### src/rtl/data_array_pkg.sv
// rtl/data_array_pkg.sv - shared types, widths and byte-mask helper for the data array controller
package data_array_pkg;
   localparam int IDX_W  = 5;
   localparam int LINE_W = 128;
   localparam int WORD_W = 32;
   localparam int BEATS  = LINE_W / WORD_W;

   typedef enum logic [1:0] {IDLE, FILL, WRLINE} dac_state_e;

   // Active-low bit enables: only the strobed bytes of word 'off' are written.
   function automatic logic [LINE_W-1:0] strb_to_bweb(input logic [1:0] off, input logic [3:0] strb);
      logic [LINE_W-1:0] mask;
      mask = '1;
      for (int b = 0; b < 4; b++) begin
         if (strb[b]) mask[int'(off)*WORD_W + b*8 +: 8] = 8'h00;
      end
      return mask;
   endfunction
endpackage

### src/rtl/data_array_ctrl_if.sv
// rtl/data_array_ctrl_if.sv - core access and refill beat bus of the data array controller
interface data_array_ctrl_if;
   import data_array_pkg::*;

   logic              core_req;
   logic              core_we;
   logic [IDX_W-1:0]  core_idx;
   logic              core_way;
   logic [1:0]        core_off;
   logic [WORD_W-1:0] core_wdata;
   logic [3:0]        core_wstrb;
   logic              core_gnt;
   logic              core_rvalid;
   logic [WORD_W-1:0] core_rdata;
   logic              rf_valid;
   logic [IDX_W-1:0]  rf_idx;
   logic              rf_way;
   logic [WORD_W-1:0] rf_data;
   logic              rf_ready;
   logic              rf_done;

   modport master (
      output core_req, core_we, core_idx, core_way, core_off, core_wdata, core_wstrb,
      output rf_valid, rf_idx, rf_way, rf_data,
      input  core_gnt, core_rvalid, core_rdata, rf_ready, rf_done
   );

   modport slave (
      input  core_req, core_we, core_idx, core_way, core_off, core_wdata, core_wstrb,
      input  rf_valid, rf_idx, rf_way, rf_data,
      output core_gnt, core_rvalid, core_rdata, rf_ready, rf_done
   );
endinterface

### src/rtl/dac_line_buf.sv
// rtl/dac_line_buf.sv - refill beat buffer: word slots filled in order by a wrapping write pointer
module dac_line_buf
   import data_array_pkg::*;
#(
   parameter int CNT_W = $clog2(BEATS)
) (
   input  logic              clk,
   input  logic              rst,
   input  logic              wr_en,
   input  logic [WORD_W-1:0] wr_data,
   output logic [CNT_W-1:0]  count,
   output logic [LINE_W-1:0] line
);
   logic [WORD_W-1:0] words [BEATS];

   // Pointer wraps to 0 after the last beat, ready for the next line.
   always_ff @(posedge clk or posedge rst) begin
      if (rst) count <= '0;
      else if (wr_en) count <= count + 1'b1;
   end

   always_ff @(posedge clk) begin
      if (wr_en) words[count] <= wr_data;
   end

   always_comb begin
      line = '0;
      for (int i = 0; i < BEATS; i++) line[i*WORD_W +: WORD_W] = words[i];
   end
endmodule

### src/rtl/data_array_ctrl.sv
// rtl/data_array_ctrl.sv - arbitrates core word accesses and refill line writes onto one SRAM port
// Optional macro DATA_ARRAY_CTRL_STATS_EN adds saturating read/write/stall counters.
module data_array_ctrl
   import data_array_pkg::*;
(
   input  logic              clk,
   input  logic              rst,
   data_array_ctrl_if.slave  bus,
   output logic [IDX_W-1:0]  sram_A,
   output logic [LINE_W-1:0] sram_DI,
   output logic              sram_WEB,
   output logic [LINE_W-1:0] sram_BWEB,
   output logic              sram_CEB,
   output logic              sram_WAY,
   input  logic [LINE_W-1:0] sram_DO
`ifdef DATA_ARRAY_CTRL_STATS_EN
   ,
   output logic [31:0]       stat_rd,
   output logic [31:0]       stat_wr,
   output logic [31:0]       stat_stall
`endif
);
   localparam int CNT_W = $clog2(BEATS);

   dac_state_e        state, next_state;
   logic [CNT_W-1:0]  beat_cnt;
   logic [LINE_W-1:0] line;
   logic [IDX_W-1:0]  fill_idx;
   logic              fill_way;
   logic              beat_acc;
   logic              conflict;
   logic [1:0]        off_q;

   assign bus.rf_ready = (state != WRLINE);
   assign beat_acc     = bus.rf_valid && bus.rf_ready;

   dac_line_buf #(.CNT_W(CNT_W)) u_buf (
      .clk     (clk),
      .rst     (rst),
      .wr_en   (beat_acc),
      .wr_data (bus.rf_data),
      .count   (beat_cnt),
      .line    (line)
   );

   always_ff @(posedge clk or posedge rst) begin
      if (rst) state <= IDLE;
      else     state <= next_state;
   end

   always_comb begin
      next_state = state;
      unique case (state)
         IDLE:    if (beat_acc) next_state = FILL;
         FILL:    if (beat_acc && beat_cnt == CNT_W'(BEATS-1)) next_state = WRLINE;
         WRLINE:  next_state = IDLE;
         default: next_state = IDLE;
      endcase
   end

   always_ff @(posedge clk or posedge rst) begin
      if (rst) begin
         fill_idx <= '0;
         fill_way <= 1'b0;
      end else if (state == IDLE && beat_acc) begin
         fill_idx <= bus.rf_idx;
         fill_way <= bus.rf_way;
      end
   end

   // The line being filled is stale in the SRAM until its write lands.
   assign conflict     = (state == FILL) && (bus.core_idx == fill_idx) && (bus.core_way == fill_way);
   assign bus.core_gnt = bus.core_req && (state != WRLINE) && !conflict;

   always_ff @(posedge clk or posedge rst) begin
      if (rst) begin
         bus.rf_done     <= 1'b0;
         bus.core_rvalid <= 1'b0;
         off_q           <= '0;
      end else begin
         bus.rf_done     <= (state == WRLINE);
         bus.core_rvalid <= bus.core_gnt && !bus.core_we;
         if (bus.core_gnt) off_q <= bus.core_off;
      end
   end

   assign bus.core_rdata = bus.core_rvalid ? sram_DO[off_q*WORD_W +: WORD_W] : '0;

   always_comb begin
      sram_CEB  = 1'b1;
      sram_WEB  = 1'b1;
      sram_BWEB = '1;
      sram_A    = '0;
      sram_DI   = '0;
      sram_WAY  = 1'b0;
      if (state == WRLINE) begin
         sram_CEB  = 1'b0;
         sram_WEB  = 1'b0;
         sram_BWEB = '0;
         sram_DI   = line;
         sram_A    = fill_idx;
         sram_WAY  = fill_way;
      end else if (bus.core_gnt) begin
         sram_CEB = 1'b0;
         sram_A   = bus.core_idx;
         sram_WAY = bus.core_way;
         if (bus.core_we) begin
            sram_WEB  = 1'b0;
            sram_DI   = {BEATS{bus.core_wdata}};
            sram_BWEB = strb_to_bweb(bus.core_off, bus.core_wstrb);
         end
      end
   end

`ifdef DATA_ARRAY_CTRL_STATS_EN
   always_ff @(posedge clk or posedge rst) begin
      if (rst) begin
         stat_rd    <= '0;
         stat_wr    <= '0;
         stat_stall <= '0;
      end else begin
         if (bus.core_gnt && !bus.core_we && stat_rd != '1) stat_rd <= stat_rd + 1'b1;
         if (bus.core_gnt && bus.core_we && stat_wr != '1) stat_wr <= stat_wr + 1'b1;
         if (bus.core_req && !bus.core_gnt && stat_stall != '1) stat_stall <= stat_stall + 1'b1;
      end
   end
`endif
endmodule

### src/flat_wrapper.sv
// flat-port wrapper written by rule: the top's interface ports become plain ports
module data_array_ctrl_flat import data_array_pkg::*;
  (clk, rst, sram_A, sram_DI, sram_WEB, sram_BWEB, sram_CEB, sram_WAY, sram_DO, bus_core_req, bus_core_we, bus_core_idx, bus_core_way, bus_core_off, bus_core_wdata, bus_core_wstrb, bus_rf_valid, bus_rf_idx, bus_rf_way, bus_rf_data, bus_core_gnt, bus_core_rvalid, bus_core_rdata, bus_rf_ready, bus_rf_done);
  data_array_ctrl_if bus_i ();
  input  logic clk;
  input  logic rst;
  output logic [IDX_W-1:0] sram_A;
  output logic [LINE_W-1:0] sram_DI;
  output logic sram_WEB;
  output logic [LINE_W-1:0] sram_BWEB;
  output logic sram_CEB;
  output logic sram_WAY;
  input  logic [LINE_W-1:0] sram_DO;
  input wire logic [$bits(bus_i.core_req)-1:0] bus_core_req;
  input wire logic [$bits(bus_i.core_we)-1:0] bus_core_we;
  input wire logic [$bits(bus_i.core_idx)-1:0] bus_core_idx;
  input wire logic [$bits(bus_i.core_way)-1:0] bus_core_way;
  input wire logic [$bits(bus_i.core_off)-1:0] bus_core_off;
  input wire logic [$bits(bus_i.core_wdata)-1:0] bus_core_wdata;
  input wire logic [$bits(bus_i.core_wstrb)-1:0] bus_core_wstrb;
  input wire logic [$bits(bus_i.rf_valid)-1:0] bus_rf_valid;
  input wire logic [$bits(bus_i.rf_idx)-1:0] bus_rf_idx;
  input wire logic [$bits(bus_i.rf_way)-1:0] bus_rf_way;
  input wire logic [$bits(bus_i.rf_data)-1:0] bus_rf_data;
  output wire logic [$bits(bus_i.core_gnt)-1:0] bus_core_gnt;
  output wire logic [$bits(bus_i.core_rvalid)-1:0] bus_core_rvalid;
  output wire logic [$bits(bus_i.core_rdata)-1:0] bus_core_rdata;
  output wire logic [$bits(bus_i.rf_ready)-1:0] bus_rf_ready;
  output wire logic [$bits(bus_i.rf_done)-1:0] bus_rf_done;
  assign bus_i.core_req = bus_core_req;
  assign bus_i.core_we = bus_core_we;
  assign bus_i.core_idx = bus_core_idx;
  assign bus_i.core_way = bus_core_way;
  assign bus_i.core_off = bus_core_off;
  assign bus_i.core_wdata = bus_core_wdata;
  assign bus_i.core_wstrb = bus_core_wstrb;
  assign bus_i.rf_valid = bus_rf_valid;
  assign bus_i.rf_idx = bus_rf_idx;
  assign bus_i.rf_way = bus_rf_way;
  assign bus_i.rf_data = bus_rf_data;
  assign bus_core_gnt = bus_i.core_gnt;
  assign bus_core_rvalid = bus_i.core_rvalid;
  assign bus_core_rdata = bus_i.core_rdata;
  assign bus_rf_ready = bus_i.rf_ready;
  assign bus_rf_done = bus_i.rf_done;
  data_array_ctrl u_core (.clk(clk), .rst(rst), .bus(bus_i), .sram_A(sram_A), .sram_DI(sram_DI), .sram_WEB(sram_WEB), .sram_BWEB(sram_BWEB), .sram_CEB(sram_CEB), .sram_WAY(sram_WAY), .sram_DO(sram_DO));
endmodule
### config.mk
export PLATFORM = sky130hd
export DESIGN_NAME = data_array_ctrl_flat
export DESIGN_NICKNAME = d
export VERILOG_FILES = /design/src/rtl/data_array_pkg.sv /design/src/rtl/data_array_ctrl_if.sv /design/src/rtl/dac_line_buf.sv /design/src/rtl/data_array_ctrl.sv /design/src/flat_wrapper.sv
export SDC_FILE = /design/constraint.sdc
export NUM_CORES = 1
export LEC_CHECK = 0
export BUFFER_PORTS_ARGS = -buffer_cell sky130_fd_sc_hd__buf_2
export CORE_AREA = 2 2 200 202
export CTS_BUF_LIST = sky130_fd_sc_hd__clkbuf_2 sky130_fd_sc_hd__clkbuf_4 sky130_fd_sc_hd__clkbuf_8
export CTS_CLUSTER_SIZE = 40
export DETAILED_ROUTE_END_ITERATION = 10
export DIE_AREA = 0 0 202 204
export SLEW_MARGIN = 20
export SYNTH_ARGS = -nofsm -noshare
export SYNTH_HDL_FRONTEND = slang
export SYNTH_SLANG_ARGS = --single-unit
### constraint.sdc
create_clock -name clk -period 7.12 [get_ports clk]
set_clock_uncertainty 0.05 [all_clocks]
set_input_delay 0.356 -clock clk [delete_from_list [all_inputs] [get_ports clk]]
set_output_delay 0.356 -clock clk [all_outputs]
set_load 0.01 [all_outputs]
==> impl_metrics.env <==
export IMPL_outcome="complete, no violations"
export IMPL_finalMaxSlewViolations=0
export IMPL_nNetsFinal=1347
export IMPL_place_area_sq_um=10200
export IMPL_syn_area_sq_um=8070
export IMPL_final_hold_viol_count=0
export IMPL_setup_violations=0
export IMPL_crit_buf_inv=3
export IMPL_antenna_found_initial=11
export IMPL_ir_drop_mv=0.118
export IMPL_postCtsHoldBufs=17
export IMPL_rsz0062_at_grt="false"
export IMPL_ant_nets=0
export IMPL_insertion_delay_ns=0.48
export IMPL_clock_path_buffers=2
export IMPL_core_area_sq_um=39200
export IMPL_cts_resized=0
export IMPL_grtUsageMet3_pct=3.08
export IMPL_start_util_pct=20.6
export IMPL_grt_pass1_vias=6773
export IMPL_path_max_fanout=87
export IMPL_fmax_ghz=0.249
export IMPL_max_slew_margin_pct=35.0
export IMPL_cts_tree="yes"
export IMPL_numPortBuffers=514
export IMPL_grt_max_degree=88
export IMPL_cpLargestDelayFamily="buffers and inverters"
export IMPL_path_clk_slew_ns=0.10
export IMPL_tightest_slew_ns=0.976
export IMPL_dr_total_vias=6961
export IMPL_rows=73
export IMPL_path_cells="nand2b_1 > inv_4 > a211o_4 > buf_4 > o21ai_1 > buf_2"
export IMPL_hold_path_class="input port to flop"
export IMPL_avgSynthCellArea_sq_um=11.0
export IMPL_met2_usage_pct=27.5
export IMPL_layout_commonest_cell="buf_2"
export IMPL_setup_tns_ns=0
export IMPL_drtIter0Drc=301
export IMPL_layout_common_cells="buf_2 (514), nand2_1 (136), edfxtp_1 (128), o21ai_1 (120), inv_1 (36)"
export IMPL_synth_top_cell_by_area="edfxtp_1"
export IMPL_io_pins=515
export IMPL_die_y_um=204
export IMPL_p_leak_uw=0.00466
export IMPL_critPathArrivalTime_ns=3.60
export IMPL_p_per_area_nw_per_um2=252
export IMPL_layout_drive_gt1_share_pct=53.0
export IMPL_grt_use_total_pct=14.2
export IMPL_synth_yosys_seq_area_share_pct=52.0
export IMPL_fillers=4136
export IMPL_die_area_sq_um=41200
export IMPL_wirelength_um=30200
export IMPL_synth_seq_cells=142
export IMPL_vias_per_cell=4.17
export IMPL_area_growth_pct=34.0
export IMPL_fp_dieW_um=202
export IMPL_gp_congestion=0.927
export IMPL_yosysWarnings=0
export IMPL_cts_root_buf="clkbuf_8"
export IMPL_synth_cells=731
export IMPL_synth_edf_count=128
export IMPL_first_pass_iters=4
export IMPL_numCtsBuffers=17
export IMPL_synth_ff_type="edfxtp_1"
export IMPL_synth_top_area_share_pct=47.6
export IMPL_dp_hpwl_um=23600
export IMPL_cp_data_required_time_ns=6.71
export IMPL_grt_most_used_layer="met2"
export IMPL_cp_start_kind="flop"
export IMPL_htreeDepth=4
export IMPL_post_cts_buffers=0
export IMPL_hold_slack_ns=0.0512
export IMPL_cpPeakStageDelay_ns=0.70
export IMPL_synth_distinct_cells=33
export IMPL_avgRoutedWirePerCell_um=18.1
export IMPL_grt_pass1_wl_um=42300
export IMPL_cts_sinks=142
export IMPL_finalCritPeriodShare_pct=56.3
export IMPL_min_period_ns=4.01
export IMPL_drcViolationCount=0
export IMPL_cp_slowest_cell="inv_4"
export IMPL_criticalPathCategory="flop to output pin"
export IMPL_r2r_setup_slack_ns=4.91
export IMPL_grt_overflow_total=0
export IMPL_crit_path_end_kind="output pin"
export IMPL_finalCoreUtilization_pct=27.6
export IMPL_grt_use_met1_pct=14.1
export IMPL_synthTopCellsByArea="edfxtp_1 (48%), buf_4 (11%), mux4_2 (8.9%)"
export IMPL_postSynth_asyncResetShare_pct=9.86
export IMPL_maxCapViolations=0
export IMPL_syn_nets=950
export IMPL_fin_area_sq_um=10800
## power by group
part | switching (uW) | internal (uW) | leakage (uW)
Sequential | 82.8 | 1100 | 0.00134
Clock | 379 | 295 | 0.000207
Combinational | 527 | 348 | 0.00311
Total | 988 | 1740 | 0.00466
## cells in the mapped netlist (2+ instances only)
master and number:
ha_1 4, inv_1 37, a22o_2 3, edfxtp_1 128, clkbuf_1 23, buf_2 6
and3_1 3, buf_6 13, and2_1 32, a31oi_1 4, nor2_1 10, o21ai_1 120
a22o_1 3, xor2_1 6, dfrtp_1 14, a21oi_1 5, buf_4 115, o21ai_0 9
mux4_2 32, mux2_2 8, nand2b_1 2, a41oi_1 8, nand2_1 136
## per-layer routing
metal / up-vias / share of wire (%) / wire length [um]
li1: 3250 / - / -
met1: 3296 / 35 / 10700
met2: 363 / 55 / 16600
met3: 52 / 5.5 / 1650
met4: 0 / 4.0 / 1210
met5: - / 0 / 0
## cell type report
cell class	instances	area [sq um]	area share [%]
Clock inverter	15	169	1.56
Sequential cell	142	4200	38.8
Multi-Input combinational cell	394	2620	24.2
Timing Repair Buffer	536	2780	25.7
Clock buffer	17	234	2.16
Antenna cell	5	12.5	0.116
Inverter	37	141	1.31
Tap cell	525	657	6.07
## cells by family after synthesis
group                    Yosys count  synth area share (%)
adder cells (fa/ha/maj)            4                 0.620
AO/OA/AOI/OAI                    154                  10.4
buffers and inverters            195                  15.9
multiplexers                      41                  10.2
flip-flops                       142                  52.0
XOR/XNOR                           7                 0.759
AND/OR/NAND/NOR                  188                  10.2
## metrics by stage
step | power [uW] | worst slack, ns | std cells
global route | 2880 | 2.76 | 1670
CTS | 2790 | 2.94 | 1666
global placement | 2080 | 3.64 | 1616
floorplan | 1770 | 4.08 | 731
finish | 2730 | 3.11 | 1671
detailed placement | 2090 | 3.50 | 1617
## final timing paths
kind | end | start | cells past startpoint
max in group asynchronous | u_core.off_q[0] | rst | 3
min | u_core.u_buf.words[2][30] | bus_rf_data[30] | 1
min in group asynchronous | u_core.bus.rf_done | rst | 3
max | sram_DI[79] | u_core.state[0] | 6
min reg2reg | u_core.state[0] | u_core.state[1] | 1
max reg2reg | u_core.u_buf.words[3][8] | u_core.state[0] | 4
## sequential cells by signal, indices dropped and copies added, names as in the netlist
signal	flops
u_core.fill_idx	5
u_core.state	2
u_core.fill_way	1
u_core.u_buf.words	128
u_core.off_q	2
u_core.u_buf.count	2
u_core.bus.core_rvalid	1
u_core.bus.rf_done	1
## worst register-to-register path, delay by kind of cell (launching register included)
family | cells | cell delay (ns)
buffers and inverters | 2 | 0.84
flip-flops | 1 | 0.42
AND/OR/NAND/NOR | 2 | 0.50
Power figures use the tool's default switching activity.
